<file path="src/rtl/fetch_unit.sv">
// Instruction-fetch front end: owns PC, instruction register, retired count and halt flag.
// One memory read per instruction; the fetched word is held until the control unit acks it.
module fetch_unit #(
  parameter int unsigned       WORD_W   = 16,
  parameter int unsigned       CNT_W    = 16,
  parameter logic [WORD_W-1:0] RESET_PC = '0
) (
  input  logic              clk,
  input  logic              reset_n,
  output logic              mem_read,
  output logic [WORD_W-1:0] mem_addr,
  input  logic [WORD_W-1:0] mem_data,
  input  logic              mem_ready,
  output logic [WORD_W-1:0] inst,
  output logic              inst_valid,
  input  logic              inst_ack,
  input  logic              redirect,
  input  logic [WORD_W-1:0] redirect_pc,
  input  logic              halt,
  output logic [WORD_W-1:0] pc,
  output logic [CNT_W-1:0]  num_inst,
  output logic              is_halted
);

  typedef enum logic [1:0] {
    S_IDLE = 2'd0,
    S_REQ  = 2'd1,
    S_HOLD = 2'd2,
    S_HALT = 2'd3
  } state_t;

  state_t              state_q, state_nxt;
  logic [WORD_W-1:0]   pc_q, pc_nxt;
  logic [WORD_W-1:0]   inst_q, inst_nxt;
  logic [CNT_W-1:0]    cnt_q, cnt_nxt;
  logic                halted_q, halted_nxt;
  logic                mem_read_q;
  logic                inst_valid_q;

  // State and datapath registers; strobes are flopped from the next state so they track state exactly
  always_ff @(posedge clk or negedge reset_n) begin
    if (!reset_n) begin
      state_q      <= S_IDLE;
      pc_q         <= RESET_PC;
      inst_q       <= '0;
      cnt_q        <= '0;
      halted_q     <= 1'b0;
      mem_read_q   <= 1'b0;
      inst_valid_q <= 1'b0;
    end else begin
      state_q      <= state_nxt;
      pc_q         <= pc_nxt;
      inst_q       <= inst_nxt;
      cnt_q        <= cnt_nxt;
      halted_q     <= halted_nxt;
      mem_read_q   <= (state_nxt == S_REQ);
      inst_valid_q <= (state_nxt == S_HOLD);
    end
  end

  // Next-state and register updates
  always_comb begin
    state_nxt  = state_q;
    pc_nxt     = pc_q;
    inst_nxt   = inst_q;
    cnt_nxt    = cnt_q;
    halted_nxt = halted_q;
    case (state_q)
      S_IDLE: state_nxt = S_REQ;
      S_REQ: begin
        if (mem_ready) begin
          inst_nxt  = mem_data;
          state_nxt = S_HOLD;
        end
      end
      S_HOLD: begin
        if (inst_ack) begin
          cnt_nxt = cnt_q + CNT_W'(1);
          // halt takes priority over redirect and leaves pc on the HLT instruction
          if (halt) begin
            halted_nxt = 1'b1;
            state_nxt  = S_HALT;
          end else begin
            pc_nxt    = redirect ? redirect_pc : pc_q + WORD_W'(1);
            state_nxt = S_REQ;
          end
        end
      end
      S_HALT:  state_nxt = S_HALT;
      default: state_nxt = S_IDLE;
    endcase
  end

  assign mem_read   = mem_read_q;
  assign mem_addr   = pc_q;
  assign inst       = inst_q;
  assign inst_valid = inst_valid_q;
  assign pc         = pc_q;
  assign num_inst   = cnt_q;
  assign is_halted  = halted_q;

endmodule

</file>
<file path="config.mk">
export PLATFORM = sky130hd
export DESIGN_NAME = fetch_unit
export DESIGN_NICKNAME = d
export VERILOG_FILES = /design/src/rtl/fetch_unit.sv
export SDC_FILE = /design/constraint.sdc
export NUM_CORES = 1
export LEC_CHECK = 0
export ABC_AREA = 0
export CORE_ASPECT_RATIO = 0.75
export CORE_MARGIN = 5
export CORE_UTILIZATION = 35
export DETAILED_ROUTE_END_ITERATION = 10
export MAX_ROUTING_LAYER = met4
export PLACE_DENSITY = 0.63
export SETUP_SLACK_MARGIN = 0.15
export SYNTH_ARGS = -nofsm -noshare
export SYNTH_HDL_FRONTEND = slang
export SYNTH_SLANG_ARGS = --single-unit
</file>
<file path="constraint.sdc">
create_clock -name clk -period 3.67 [get_ports clk]
set_clock_uncertainty 0.05 [all_clocks]
set_input_delay 0.734 -clock clk [delete_from_list [all_inputs] [get_ports clk]]
set_output_delay 0.734 -clock clk [all_outputs]
set_load 0.05 [all_outputs]
</file>
# == After elaboration in Yosys (flattened, before gate mapping) ==
# Cells that the tools add are included.
# word_totals
ff_bits,53
latchBits,0
ramBits,0
rom_bits,0
in_bits,38
out_inout_bits,67
elab_cells,25
mem_count,0
# op_classes
n_addsub,2
multipliers,0
div_mod_pow,0
magnitude_cmp,0
eq_ne,5
n_shift,0
mux,5
bitwise_logic,1
reduce_logical,5
# op_table
cell,count
"16-bit by 1-bit adder with 16-bit output, second input constant",2
16-bit 2-to-1 mux,1
2-bit case mux with 4 select lines,1
"2-bit == test, second input constant",3
2-bit 2-to-1 mux,3
3-bit AND reduction,2
"2-bit by 1-bit == test with 1-bit output, second input constant",2
2-bit AND reduction,2
2-bit zero test,1
1-bit inverter,1

# == Longest topological paths before layout ==
# logic_depth
ltp_word,4
mapped_depth,5
ltp_nobuf,5

# == Least setup slack after synthesis ==
# Ideal clock, no wire load.
# synth_path
kind,register -> register
start,"register cnt_q[0], in the netlist num_inst[0]"
end,"register cnt_q[12], in the netlist num_inst[12]"
setup_ns,0.142
t_arrival_ns,1.727
t_required_ns,3.478
setup_slack_ns,1.752
path_stages_with_launch,6
path_buffers,0
synth_period_minus_slack_ns,1.918
cell_sequence,dfrtp_1 -> ha_1 -> nand3_1 -> nor4_1 -> nand3_1 -> xnor2_1
# synth_via
elab_chain_len,1
# synth_rtl
element,line,rtl
start: declaration,35,"logic [CNT_W-1:0] cnt_q, cnt_nxt;"
start signal: assignment,54,cnt_q <= cnt_nxt;
16-bit by 1-bit adder with 16-bit output,78,cnt_nxt = cnt_q + CNT_W'(1);
# Every way passes these cells.
# A chain may end at the register's enable or synchronous reset.

# == Worst setup path in the final report ==
# layout_path
start,"register pc_q[2], in the netlist mem_addr[2]"
end,output port pc[2]
# layout_rtl
element,line,rtl
start: declaration,33,"logic [WORD_W-1:0] pc_q, pc_nxt;"
start signal: assignment,52,pc_q <= pc_nxt;
end: declaration,20,"output logic [WORD_W-1:0] pc,"
# No word-level cell between the ends.

==> run metrics <==
status finished clean; post_cts resized 0; CP Depth 1; Net Sw Power 963.1 uW; FF-to-FF path depth 4; Die X 109.3 um; Syn Nets 283; drc violations 0; number of max-cap violations 0; chip height 84.45 um; Detailed Place HPWL 5053 um; clock tree sinks 53; Pwr per Cell Area 579.6 nW/um^2; final wirelength 6579 um; max-slew violations 0; Gate power share 47.5%; Core Box Area 7263 um^2; Worst R2R End num_inst[13]; crit start category flop; synth unique cells 45; Critical Path Fanout Max 12; number of buffers created by CTS 5; Row Count 27; CP peak stage delay 880 ps; commonest non-fill, non-tap cells in the layout clkdlybuf4s50_1 (103), dfrtp_1 (53), a21oi_1 (16), mux2_2 (16), nand2_1 (16); Worst Max-Slew Pin Slew 828.6 ps; Req. time, crit path 2890 ps; Worst Path Arrival 1790 ps; setup repair bufs after CTS 0; total global routing overflow 0; Post-Syn Area 2586 um^2; Final Hold Viols 0; internal cell power 1194 uW; Final Power 2157 uW; Syn Area/Cell 10.64 um^2; routed via count 2172; CTS Hold Buffers Added 0; max-slew headroom at the worst pin 44.59%; Worst path slowest cell clkdlybuf4s50_1; Iter 0 DRT Violations 104; RSZ-0062 raised after global routing no; H-Tree Level Count 2; IO buf count 104; Hold Crit Class primary input to async pin; Post-synth EDFFs 0; post-synth top area cell dfrtp_1; share of layout cells above drive strength 1 9.581%; all-layer global routing usage 15.12%; CP Class flop to primary output; Post-DRT Antenna Nets 0; WL/cell 15.12 um; crit path to pc[2]; root buf cell clkbuf_8; CP Capture Type primary output; Synth Instances 243; P&R area growth vs syn 43.88%; Fmax achieved 388.8 MHz; Final min period 2572 ps; GPL Wtd Cong 0.8397; reg-to-reg startpoint state_q[0]; asr flop ratio synth 100.0%; Skew-Pair Late Insertion Delay 310 ps; Seq/Total Area, Yosys 51.28%; CTS tree built; antenna violations before repair 0; Longest Clk Path Bufs 2; most common cell after layout, fill and taps aside clkdlybuf4s50_1; Initial Util 35.61%; IO Pins 105; vias in the first global route 2196; n_diodes 0; Initial DRT Pass Iterations 4; largest net degree at the start of global routing 30; setup TNS 0 ps; CP delay by family, top buffers and inverters; die area 9226 um^2; drt via density 4.993; Max IR drop VDD 0.0003483 V; Final setup viols 0; Reg power frac 37.4%; Yosys top cell area share 51.28%; sw frac 44.66%; R2R Setup Slk 1750 ps; synthesis-stage register bit count 53; clock share of power 15.1%; CP Launch Point mem_addr[2]; Bufs and invs on worst path 1; leak pwr 0.001515 uW; first-pass GRT wire length 10830 um; cells along the critical path clkdlybuf4s50_1; Top FF cell, synth dfrtp_1; Nets 373; clk slew on worst S/H paths 100 ps; yosys warns 0; final period utilization 70.08%; top cells by area, synth dfrtp_1 (51%), mux2_2 (7.0%), buf_4 (4.6%)
## power groups by stage
stage	Combinational, uW	Sequential, uW	Clock (uW)
after floorplan	285	1210	0
after detailed placement	1030	820	0
after global routing	1070	830	365
final	1020	806	325
after CTS	1040	809	342
after global placement	1030	812	0
## routing by layer
metal | vias to the layer above | share of wire, % | global-route usage [%]
li1 | 1042 | - | -
met1 | 1046 | 45 | 20.13
met2 | 78 | 47 | 23.02
met3 | 6 | 7.0 | 3.766
met4 | 0 | 1.2 | 4.077
met5 | - | 0 | -
## synth_stat cells (all sizes together) (4+ instances only)
cell type	count
a211oi	5
a21oi	16
buf	20
clkbuf	5
dfrtp	53
inv	5
mux2	16
nand2	16
nand3	11
nand4	7
nor2	15
nor4	5
o21ai	10
xnor2	11
xor2	4
## stage by stage
step	std cells	hold slack, ps	worst slack (ps)	util (%)	cell area [um^2]
2_1_floorplan	243	388.4	1752	-	2586
3_3_place_gp	427	393.3	979.8	50.04	3635
3_5_place_dp	427	398.1	954.4	50.04	3635
4_1_cts	435	412.8	1078	51.23	3721
5_1_grt	435	451.0	1018	51.23	3721
6_report	435	393.4	1098	51.23	3721
## cells by family (layout without fill, tap and decap cells)
group	after synthesis	count (layout)	synth area share (%)
and+or+nand+nor	75	75	15.77
adders and majority gates	2	2	0.9674
DFF	53	53	51.28
xor gates and xnor gates	15	15	5.080
buffers and inverters	31	122	7.014
AOI/OAI and AO/OA	49	49	12.14
muxes	18	18	7.741
## sequential cells by signal, indices dropped and copies added, names as in the netlist
name,cells
mem_read,1
state_q,2
num_inst,16
is_halted,1
inst_valid,1
inst,16
mem_addr,16
## worst min-delay path by stage
stage | cells after the start | slack (ps) | endpoint | startpoint
2_1_floorplan | 0 | 390 | inst[0] | reset_n
3_3_place_gp | 1 | 390 | is_halted | is_halted
3_5_place_dp | 1 | 400 | is_halted | is_halted
4_1_cts | 1 | 410 | mem_addr[1] | reset_n
5_1_grt | 1 | 450 | mem_addr[9] | reset_n
6_report | 1 | 390 | mem_addr[1] | reset_n
## cell type report
cell class	instances	area, um^2
repair buffers	108	1066
well taps	101	126.4
inverters	6	22.52
flip-flops and latches	53	1326
clock inverters	3	17.52
clock buffers	5	68.82
fillers	696	3542
multi-input cells	159	1094
Note: power is estimated with default switching activity, not from simulation.
==> RTL edit, RTL diff (same flow settings) <==
The parameter `CNT_W` goes from 16 to 18.
--- a/src/rtl/fetch_unit.sv
+++ b/src/rtl/fetch_unit.sv
@@ -2,7 +2,7 @@
 // One memory read per instruction; the fetched word is held until the control unit acks it.
 module fetch_unit #(
   parameter int unsigned       WORD_W   = 16,
-  parameter int unsigned       CNT_W    = 16,
+  parameter int unsigned       CNT_W    = 18,
   parameter logic [WORD_W-1:0] RESET_PC = '0
 ) (
   input  logic              clk,
Ports: changed (resized num_inst); port bits go from 105 to 107. No check against the original RTL was run, so the function may have changed too.
==> RTL edit against the unedited design <==
  * Final area is 2.5% higher
  * Sequential share of layout area up 0.46 points
  * Synthesized area up 3.5%
  * Wire length grew 5.5%
  * Critical path depth did not move
  * Sequential power up 1%
  * Power decreased by 2.1%
  * Sequential cell count up 2
  * Synthesized cell count grew 4.5%
  * Worst setup slack gained 0.12 ns
  * Worst hold slack improved by 0.0056 ns
  * Register-to-register slack better by 0.02 ns
==> RTL edit: results (changes against the unedited design) <==
Global routing
  • Largest net degree at the start of global routing: 29 (-3.3%)
  • First-pass GRT wire length: 11200 microns (+3.5%)
  • Met2 GRT Util: 21.8% (-1.3 points)
  • Vias in the first global route: 2190 (-0.27%)
  • Met3 Use GR: 3.17% (-0.59 points)
  • GRT Total Usage: 14.9% (-0.24 points)

STA
  • Measured slew at the worst slew-check pin: 0.904 ns (+0.0757 ns)
  • Highest clock rate: 408 MHz (+5.0%)

Power and ir drop
  • Leak pwr: 1.54 nW (+1.4%)
  • Largest vdd supply drop: 0.354 mV (+1.6%)

Yosys
  • Synth area leaders: dfrtp_1 (51%), mux2_2 (7.2%), buf_4 (4.5%)
  • Synth Area in Adders: 0.935% (-0.033 points)
  • Compound-Gate Fraction of Synth Area: 11.5% (-0.60 points)
  • Post-synth top cells: dfrtp_1 (55), mux2_2 (17), nand2_1 (17)
  • Mux cell area share after synthesis: 7.53% (-0.21 points)
  • Yosys cell types: 46 (+2.2%)
  • Syn_nets: 294 (+3.9%)
  • Sequential fraction of the synthesis area: 51.4% (+0.14 points)
  • Xor/xnor share of the synthesized area: 5.56% (+0.48 points)

Run status
  • Status: finished clean

Worst setup path
  • Reg-to-Reg End: mem_addr[8]
  • R2R depth: 5 (+1)
  • FF-to-FF Start: mem_addr[0]
  • Crit path max fanout: 9 (-3)
  • R2r setup slk: 1.77 ns (+0.02 ns)
  • Crit-path slowest cell: clkdlybuf4s50_1

Placement
  • # port buffers: 106 (+1.9%)
  • GPL Wtd Cong: 0.815 (-2.9%)
  • Dpl hpwl: 5260 microns (+4.1%)
  • DP Worst Slack: 1.06 ns (+0.105 ns)

Route
  • 1st-iter DRT viols: 89 (-14%)
  • Vias per cell: 4.93 (-1.3%)
  • WL/cell: 15.5 microns (+2.7%)

Clocking
  • Worst-Skew Late Latency: 0.29 ns (-0.02 ns)

Layout
  • Final #Nets: 385 (+3.2%)
  • # fillers: 670 (-3.7%)
## RTL edit: cell type report
class	instances	area share, %
sequential	55	36.1
multi-input combinational	164	29.2
timing repair buffer	109	28.3
tap	101	3.31
clock buffer	7	2.00
inverter	10	0.985
clock inverter	1	0.131
## RTL edit: metrics by stage
| stage | area [sq um] | instances |
|---|---|---|
| detailed placement | 3730 | 439 |
| CTS | 3810 | 447 |
| floorplan | 2680 | 254 |
| global placement | 3730 | 439 |
| global route | 3810 | 447 |
| finish | 3810 | 447 |
## RTL edit: layer usage
layer | routed length, microns | part of all wire [%] | vias to the layer above
li1 | - | - | 1079
met1 | 3550 | 51 | 1062
met2 | 3040 | 44 | 61
met3 | 321 | 4.6 | 2
met4 | 34 | 0.49 | 0
met5 | 0 | 0 | -
## RTL edit: report_power, final
group | internal, mW | switching, mW | total (mW)
Clock | 0.135 | 0.185 | 0.319
Sequential | 0.718 | 0.0976 | 0.816
Combinational | 0.347 | 0.630 | 0.977
